--- config.mk ---
export PLATFORM = sky130hd
export DESIGN_NAME = addsub_digit_serial
export DESIGN_NICKNAME = d
export VERILOG_FILES = /design/src/rtl/addsub_digit_serial.sv
export SDC_FILE = /design/constraint.sdc
export NUM_CORES = 1
export LEC_CHECK = 0
export BUFFER_PORTS_ARGS = -buffer_cell sky130_fd_sc_hd__buf_2
export CAP_MARGIN = 15
export CORE_ASPECT_RATIO = 0.6
export CORE_UTILIZATION = 51
export DETAILED_ROUTE_END_ITERATION = 6
export PLACE_DENSITY = 0.84
export SETUP_SLACK_MARGIN = 0.3
export SYNTH_ARGS = -nofsm -noshare
export SYNTH_HDL_FRONTEND = slang
export SYNTH_SLANG_ARGS = --single-unit
--- constraint.sdc ---
create_clock -name clk -period 2.9 [get_ports clk]
set_clock_uncertainty 0.15 [all_clocks]
set_input_delay 0.29 -clock clk [delete_from_list [all_inputs] [get_ports clk]]
set_output_delay 0.29 -clock clk [all_outputs]
set_load 0.01 [all_outputs]
--- src/rtl/addsub_digit_serial.sv ---
// rtl/addsub_digit_serial.sv - digit-serial add/sub, LSB digit first, with flags, optional saturation and valid/ready handshakes
module addsub_digit_serial #(
  parameter int WIDTH  = 16,
  parameter int DIGIT  = 4,
  parameter int SIGNED = 1,
  parameter int SAT    = 0
) (
  input  logic             clk,
  input  logic             rst,
  input  logic             in_valid,
  output logic             in_ready,
  input  logic [WIDTH-1:0] a,
  input  logic [WIDTH-1:0] b,
  input  logic             sub,
  output logic             out_valid,
  input  logic             out_ready,
  output logic [WIDTH-1:0] s,
  output logic             cout,
  output logic             ovf,
  output logic             zero,
  output logic             neg
);

  localparam int NDIG = WIDTH / DIGIT;
  localparam int KW   = (NDIG > 1) ? $clog2(NDIG) : 1;

  typedef enum logic [1:0] {ST_IDLE, ST_RUN, ST_DONE} state_t;

  state_t            r_state;
  state_t            w_state_next;
  logic [WIDTH-1:0]  r_a;
  logic [WIDTH-1:0]  r_b;
  logic [WIDTH-1:0]  r_sum;
  logic              r_carry;
  logic              r_sub;
  logic [KW-1:0]     r_k;
  logic [WIDTH-1:0]  r_s;
  logic              r_cout;
  logic              r_ovf;
  logic              r_zero;
  logic              r_neg;

  logic [DIGIT-1:0]  w_a_dig;
  logic [DIGIT-1:0]  w_b_dig;
  logic [DIGIT:0]    w_dsum;
  logic [WIDTH-1:0]  w_sum_next;
  logic              w_last;
  logic              w_cin_msb;
  logic              w_ovf_raw;
  logic [WIDTH-1:0]  w_s_final;

  always_ff @(posedge clk or posedge rst) begin
    if (rst) r_state <= ST_IDLE;
    else     r_state <= w_state_next;
  end

  always_comb begin
    w_state_next = r_state;
    case (r_state)
      ST_IDLE: if (in_valid)  w_state_next = ST_RUN;
      ST_RUN:  if (w_last)    w_state_next = ST_DONE;
      ST_DONE: if (out_ready) w_state_next = ST_IDLE;
      default:                w_state_next = ST_IDLE;
    endcase
  end

  assign in_ready  = (r_state == ST_IDLE);
  assign out_valid = (r_state == ST_DONE);

  always_comb begin
    w_a_dig = '0;
    w_b_dig = '0;
    for (int i = 0; i < NDIG; i++) begin
      if (r_k == KW'(i)) begin
        w_a_dig = r_a[i*DIGIT +: DIGIT];
        w_b_dig = r_b[i*DIGIT +: DIGIT];
      end
    end
    w_dsum     = {1'b0, w_a_dig} + {1'b0, w_b_dig} + {{DIGIT{1'b0}}, r_carry};
    w_sum_next = r_sum;
    for (int i = 0; i < NDIG; i++) begin
      if (r_k == KW'(i)) w_sum_next[i*DIGIT +: DIGIT] = w_dsum[DIGIT-1:0];
    end
    w_last    = (r_k == KW'(NDIG - 1));
    // Carry into the MSB recovered from the MSB sum bit for the signed overflow rule
    w_cin_msb = r_a[WIDTH-1] ^ r_b[WIDTH-1] ^ w_sum_next[WIDTH-1];
    if (SIGNED != 0) w_ovf_raw = w_cin_msb ^ w_dsum[DIGIT];
    else             w_ovf_raw = r_sub ? ~w_dsum[DIGIT] : w_dsum[DIGIT];
    w_s_final = w_sum_next;
    if ((SAT != 0) && w_ovf_raw) begin
      if (SIGNED != 0) w_s_final = r_a[WIDTH-1] ? {1'b1, {(WIDTH-1){1'b0}}} : {1'b0, {(WIDTH-1){1'b1}}};
      else             w_s_final = r_sub ? {WIDTH{1'b0}} : {WIDTH{1'b1}};
    end
  end

  always_ff @(posedge clk or posedge rst) begin
    if (rst) begin
      r_a     <= '0;
      r_b     <= '0;
      r_sum   <= '0;
      r_carry <= 1'b0;
      r_sub   <= 1'b0;
      r_k     <= '0;
      r_s     <= '0;
      r_cout  <= 1'b0;
      r_ovf   <= 1'b0;
      r_zero  <= 1'b0;
      r_neg   <= 1'b0;
    end else if (r_state == ST_IDLE) begin
      if (in_valid) begin
        r_a     <= a;
        r_b     <= b ^ {WIDTH{sub}};
        r_carry <= sub;
        r_sub   <= sub;
        r_k     <= '0;
        r_sum   <= '0;
      end
    end else if (r_state == ST_RUN) begin
      r_sum   <= w_sum_next;
      r_carry <= w_dsum[DIGIT];
      r_k     <= r_k + KW'(1);
      if (w_last) begin
        r_s    <= w_s_final;
        r_cout <= w_dsum[DIGIT];
        r_ovf  <= w_ovf_raw;
        r_zero <= (w_s_final == '0);
        r_neg  <= w_s_final[WIDTH-1];
      end
    end
  end

  assign s    = r_s;
  assign cout = r_cout;
  assign ovf  = r_ovf;
  assign zero = r_zero;
  assign neg  = r_neg;

endmodule

==> results.md <==
Status:
- The run finished, with violations left.
- The final reports fail on negative setup slack.

Timing:
- Timing would allow up to 335 MHz.
- The worst setup margin is -82.7 ps.
- The worst pin sits at a relative slew slack of 0.529.
- Setup repair after global routing could not meet its margin everywhere.
- The number of pins exceeding their max-slew limit in the final report is 0.
- The setup violation total in the final timing report is 9.
- The period utilization is 1.03.
- The worst hold-check slack is 31.6 ps.
- At the pin with the least slew margin, the transition time is 706 ps.
- The number of endpoints with negative hold slack in the final report is 0.
- The clock period minus final worst setup slack is 2980 ps.

Yosys:
- The most used flip-flop cell after synthesis is sky130_fd_sc_hd__dfrtp_1.
- The synthesized design contains 68 register bits.
- The portion of the post-synthesis area used by sequential elements is 0.482.
- The portion of synthesized cell area occupied by the leading cell type is 0.482.
- The number of warnings printed during yosys synthesis is 0.
- The number of flops mapped to enable cells by yosys is 0.
- Yosys attributes the largest share of cell area to sky130_fd_sc_hd__dfrtp_1, sky130_fd_sc_hd__mux2_4, sky130_fd_sc_hd__a21oi_1.
- For this run, asynchronously set or reset flops after synthesis account for 1.00.
- The cell type contributing the most total cell area after synthesis is sky130_fd_sc_hd__dfrtp_1.
- The most repeated cell in the gate-level netlist after synthesis is sky130_fd_sc_hd__dfrtp_1.
- Summing every instance area after synthesis gives 0.00353 mm2.
- When the netlist entered floorplanning its net count stood at 396.
- The mean instance size in the synthesized netlist is 10.1 um2.
- The gate count of the mapped netlist is 350.
- The count of unique library cells instantiated by Yosys is 44.
- By count the netlist is led by sky130_fd_sc_hd__dfrtp_1, sky130_fd_sc_hd__nand2_1, sky130_fd_sc_hd__a21oi_1.

Layout:
- The signed area change from the synthesized netlist to the final layout is 30.5%.
- The number of inserted filler cells in the final layout is 479.
- For this run, the post-layout net count is 472.
- The repair_antennas step left the layout with diodes totalling 0.
- The share of cells above drive strength 1 is 0.381.

Setup path:
- At the worst endpoint, the required time is 2950 ps.
- By startpoint and endpoint, the worst setup path is classified as reg -> reg.
- At the worst endpoint, the arrival time is 3030 ps.
- The category of the worst setup path launch point is a flip-flop.
- The logic depth of the worst register-to-register path is 15.
- The largest fanout on the critical path is 3.
- The sort of element at the end of the critical path is a flip-flop.
- The reg2reg setup slack is -80 ps.
- The launch point of the worst path is r_k[1].
- The capture instance of the worst register-to-register path is ovf.
- The startpoint identified for the worst register-to-register timing path is r_k[1].
- The timing endpoint of the critical path is ovf.

Placed design:
- The detailed placement HPWL is 5.73 mm.
- Routability-driven placement finished with a final weighted congestion of 0.877.
- The number of port buffers is 58.

Detailed routing:
- The first-pass iteration count of the detailed router is 5.
- The mean routed wirelength per cell is 19.1 um.
- The DRC violations left is 0.
- The via total after detailed routing is 3023.
- In this run, the number of DRC markers left after iteration 0 of detailed routing was 262.
- The count of nets left with antenna violations after detail routing is 0.
- In the routed layout, each cell is associated on average with a via count of 5.84.
- The overall routed net length is 9.89 mm.

Clock network:
- The clock tree synthesis step divided the H-tree into 3 levels.
- Buffers inserted during clock tree synthesis total 9.
- Clock-pin slew was measured on the worst setup and hold paths at 60 ps.
- At the later pin of the worst-skew pair, clock insertion delay measures 340 ps.
- The root cell of the clock tree is sky130_fd_sc_hd__clkbuf_16.
- The deepest clock path buffer count is 2.
- Counting every sink on the clock net gives 68.
- The TritonCTS clock tree is built.

Floorplanning:
- The region available for standard cell placement spans 0.00668 mm2.
- The floorplan has 23 rows.
- The die height is 66.5 um.
- The count of pins on the block boundary is 59.
- In this run the horizontal extent of the chip is 109 um.
- The initial utilization of the core area, before any placement, comes to 0.529.
- The area enclosed by the die boundary is 0.00727 mm2.

Global route:
- The wire length of the first global-routing pass is 14.3 mm.
- Entering global routing, the biggest net connects 49 pins.
- Across every metal layer, demand over resource in global routing totals 0.274.
- The initial antenna violation count is 0.
- The total congestion overflow is 0.
- The via count of the first global-routing pass is 2884.

Worst hold path:
- The worst hold path cell count is 2.
- The path category of the worst min-delay check is in -> reg.

Flow run:
- The tool flagged a number of max-cap violations equal to 0.
[critical path, cell delays in order (launching register included)]
cell,delay (ps)
sky130_fd_sc_hd__dfrtp_1,410
sky130_fd_sc_hd__inv_2,110
sky130_fd_sc_hd__ha_4,170
sky130_fd_sc_hd__nor2b_4,170
sky130_fd_sc_hd__buf_6,120
sky130_fd_sc_hd__a221oi_4,60
sky130_fd_sc_hd__nor3_2,210
sky130_fd_sc_hd__a21o_1,150
sky130_fd_sc_hd__buf_4,120
sky130_fd_sc_hd__inv_2,30
sky130_fd_sc_hd__fa_2,400
sky130_fd_sc_hd__nand2b_4,170
sky130_fd_sc_hd__o2bb2ai_4,150
sky130_fd_sc_hd__xnor2_2,210
sky130_fd_sc_hd__xnor2_2,150
sky130_fd_sc_hd__o21ai_2,60
[sequential cells by signal, summed over array words and instances (netlist names)]
register	flops
r_a	16
r_b	16
s	16
r_sum	12
r_k	2
r_state	2
cout	1
ovf	1
r_carry	1
zero	1
[worst min path at each step]
stage,start,endpoint
after floorplan,out_ready,r_state[1]
after CTS,a[4],r_a[4]
after detailed placement,rst,s[5]
after global placement,rst,ovf
final,a[4],r_a[4]
after global routing,a[1],r_a[1]
[cells by family (layout without fill, tap and decap cells)]
| group | count (synthesis) | count (layout) | synth area share |
|---|---|---|---|
| muxes | 23 | 23 | 0.0882 |
| AOI/OAI and AO/OA | 99 | 99 | 0.167 |
| buffers and inverters | 40 | 120 | 0.0563 |
| and+or+nand+nor | 89 | 89 | 0.114 |
| xor gates and xnor gates | 22 | 23 | 0.0567 |
| adders and majority gates | 9 | 9 | 0.0361 |
| DFF | 68 | 68 | 0.482 |
[layout make-up]
type                       count  area, um2  share of cell area
sequential                    68       1700               0.369
inverter                      16       62.6              0.0136
clock buffer                  14        264              0.0573
clock inverter                 2       10.0             0.00217
multi-input combinational    243       1890               0.410
tap                           87        109              0.0236
timing repair buffer          88        571               0.124
[what timing repair did]
action | 4_1_cts | 5_1_grt
setup buffers | 14 | 4
pin swaps | 17 | 18
hold buffers | 2 | 0
setup endpoints to repair | 25 | 25
resized for setup | 30 | 17
hold endpoints to repair | 31 | 0
cloned | 1 | 0
[metrics by stage]
step           TNS [ps]   util  cells  area [um2]  setup WS (ps)
3_3_place_gp          0  0.589    481        3940           33.1
6_report           -368  0.690    518        4610          -82.7
2_1_floorplan         0      -    350        3620           83.6
5_1_grt           -1900  0.690    518        4610           -188
4_1_cts               0  0.674    514        4500           49.8
3_5_place_dp       -111  0.589    481        3940          -61.1
[cell usage in the layout (no fill, tap or decap), types with 7 or more instances in the layout]
master / instances
sky130_fd_sc_hd__inv_2: 7
sky130_fd_sc_hd__dfrtp_1: 67
sky130_fd_sc_hd__buf_6: 10
sky130_fd_sc_hd__xnor2_1: 16
sky130_fd_sc_hd__mux2_4: 16
sky130_fd_sc_hd__nor2_1: 24
sky130_fd_sc_hd__buf_4: 17
sky130_fd_sc_hd__a21oi_1: 33
sky130_fd_sc_hd__o21ai_1: 22
sky130_fd_sc_hd__buf_2: 58
sky130_fd_sc_hd__nand2_1: 40
sky130_fd_sc_hd__nor2b_1: 10
sky130_fd_sc_hd__clkbuf_16: 9
sky130_fd_sc_hd__inv_1: 8
[metal layers]
metal / global-route usage / up-vias / wire [um] / share of wire
li1: - / 1347 / - / -
met3: 0.0841 / 29 / 800 / 0.081
met4: 0.113 / 0 / 232 / 0.023
met1: 0.362 / 1490 / 4270 / 0.43
met2: 0.420 / 157 / 4590 / 0.46
met5: 0 / - / 0 / 0
Power is left out: the tool's default activity adds up to more than one toggle a clock period on the data nets, which glitch-free logic cannot reach.
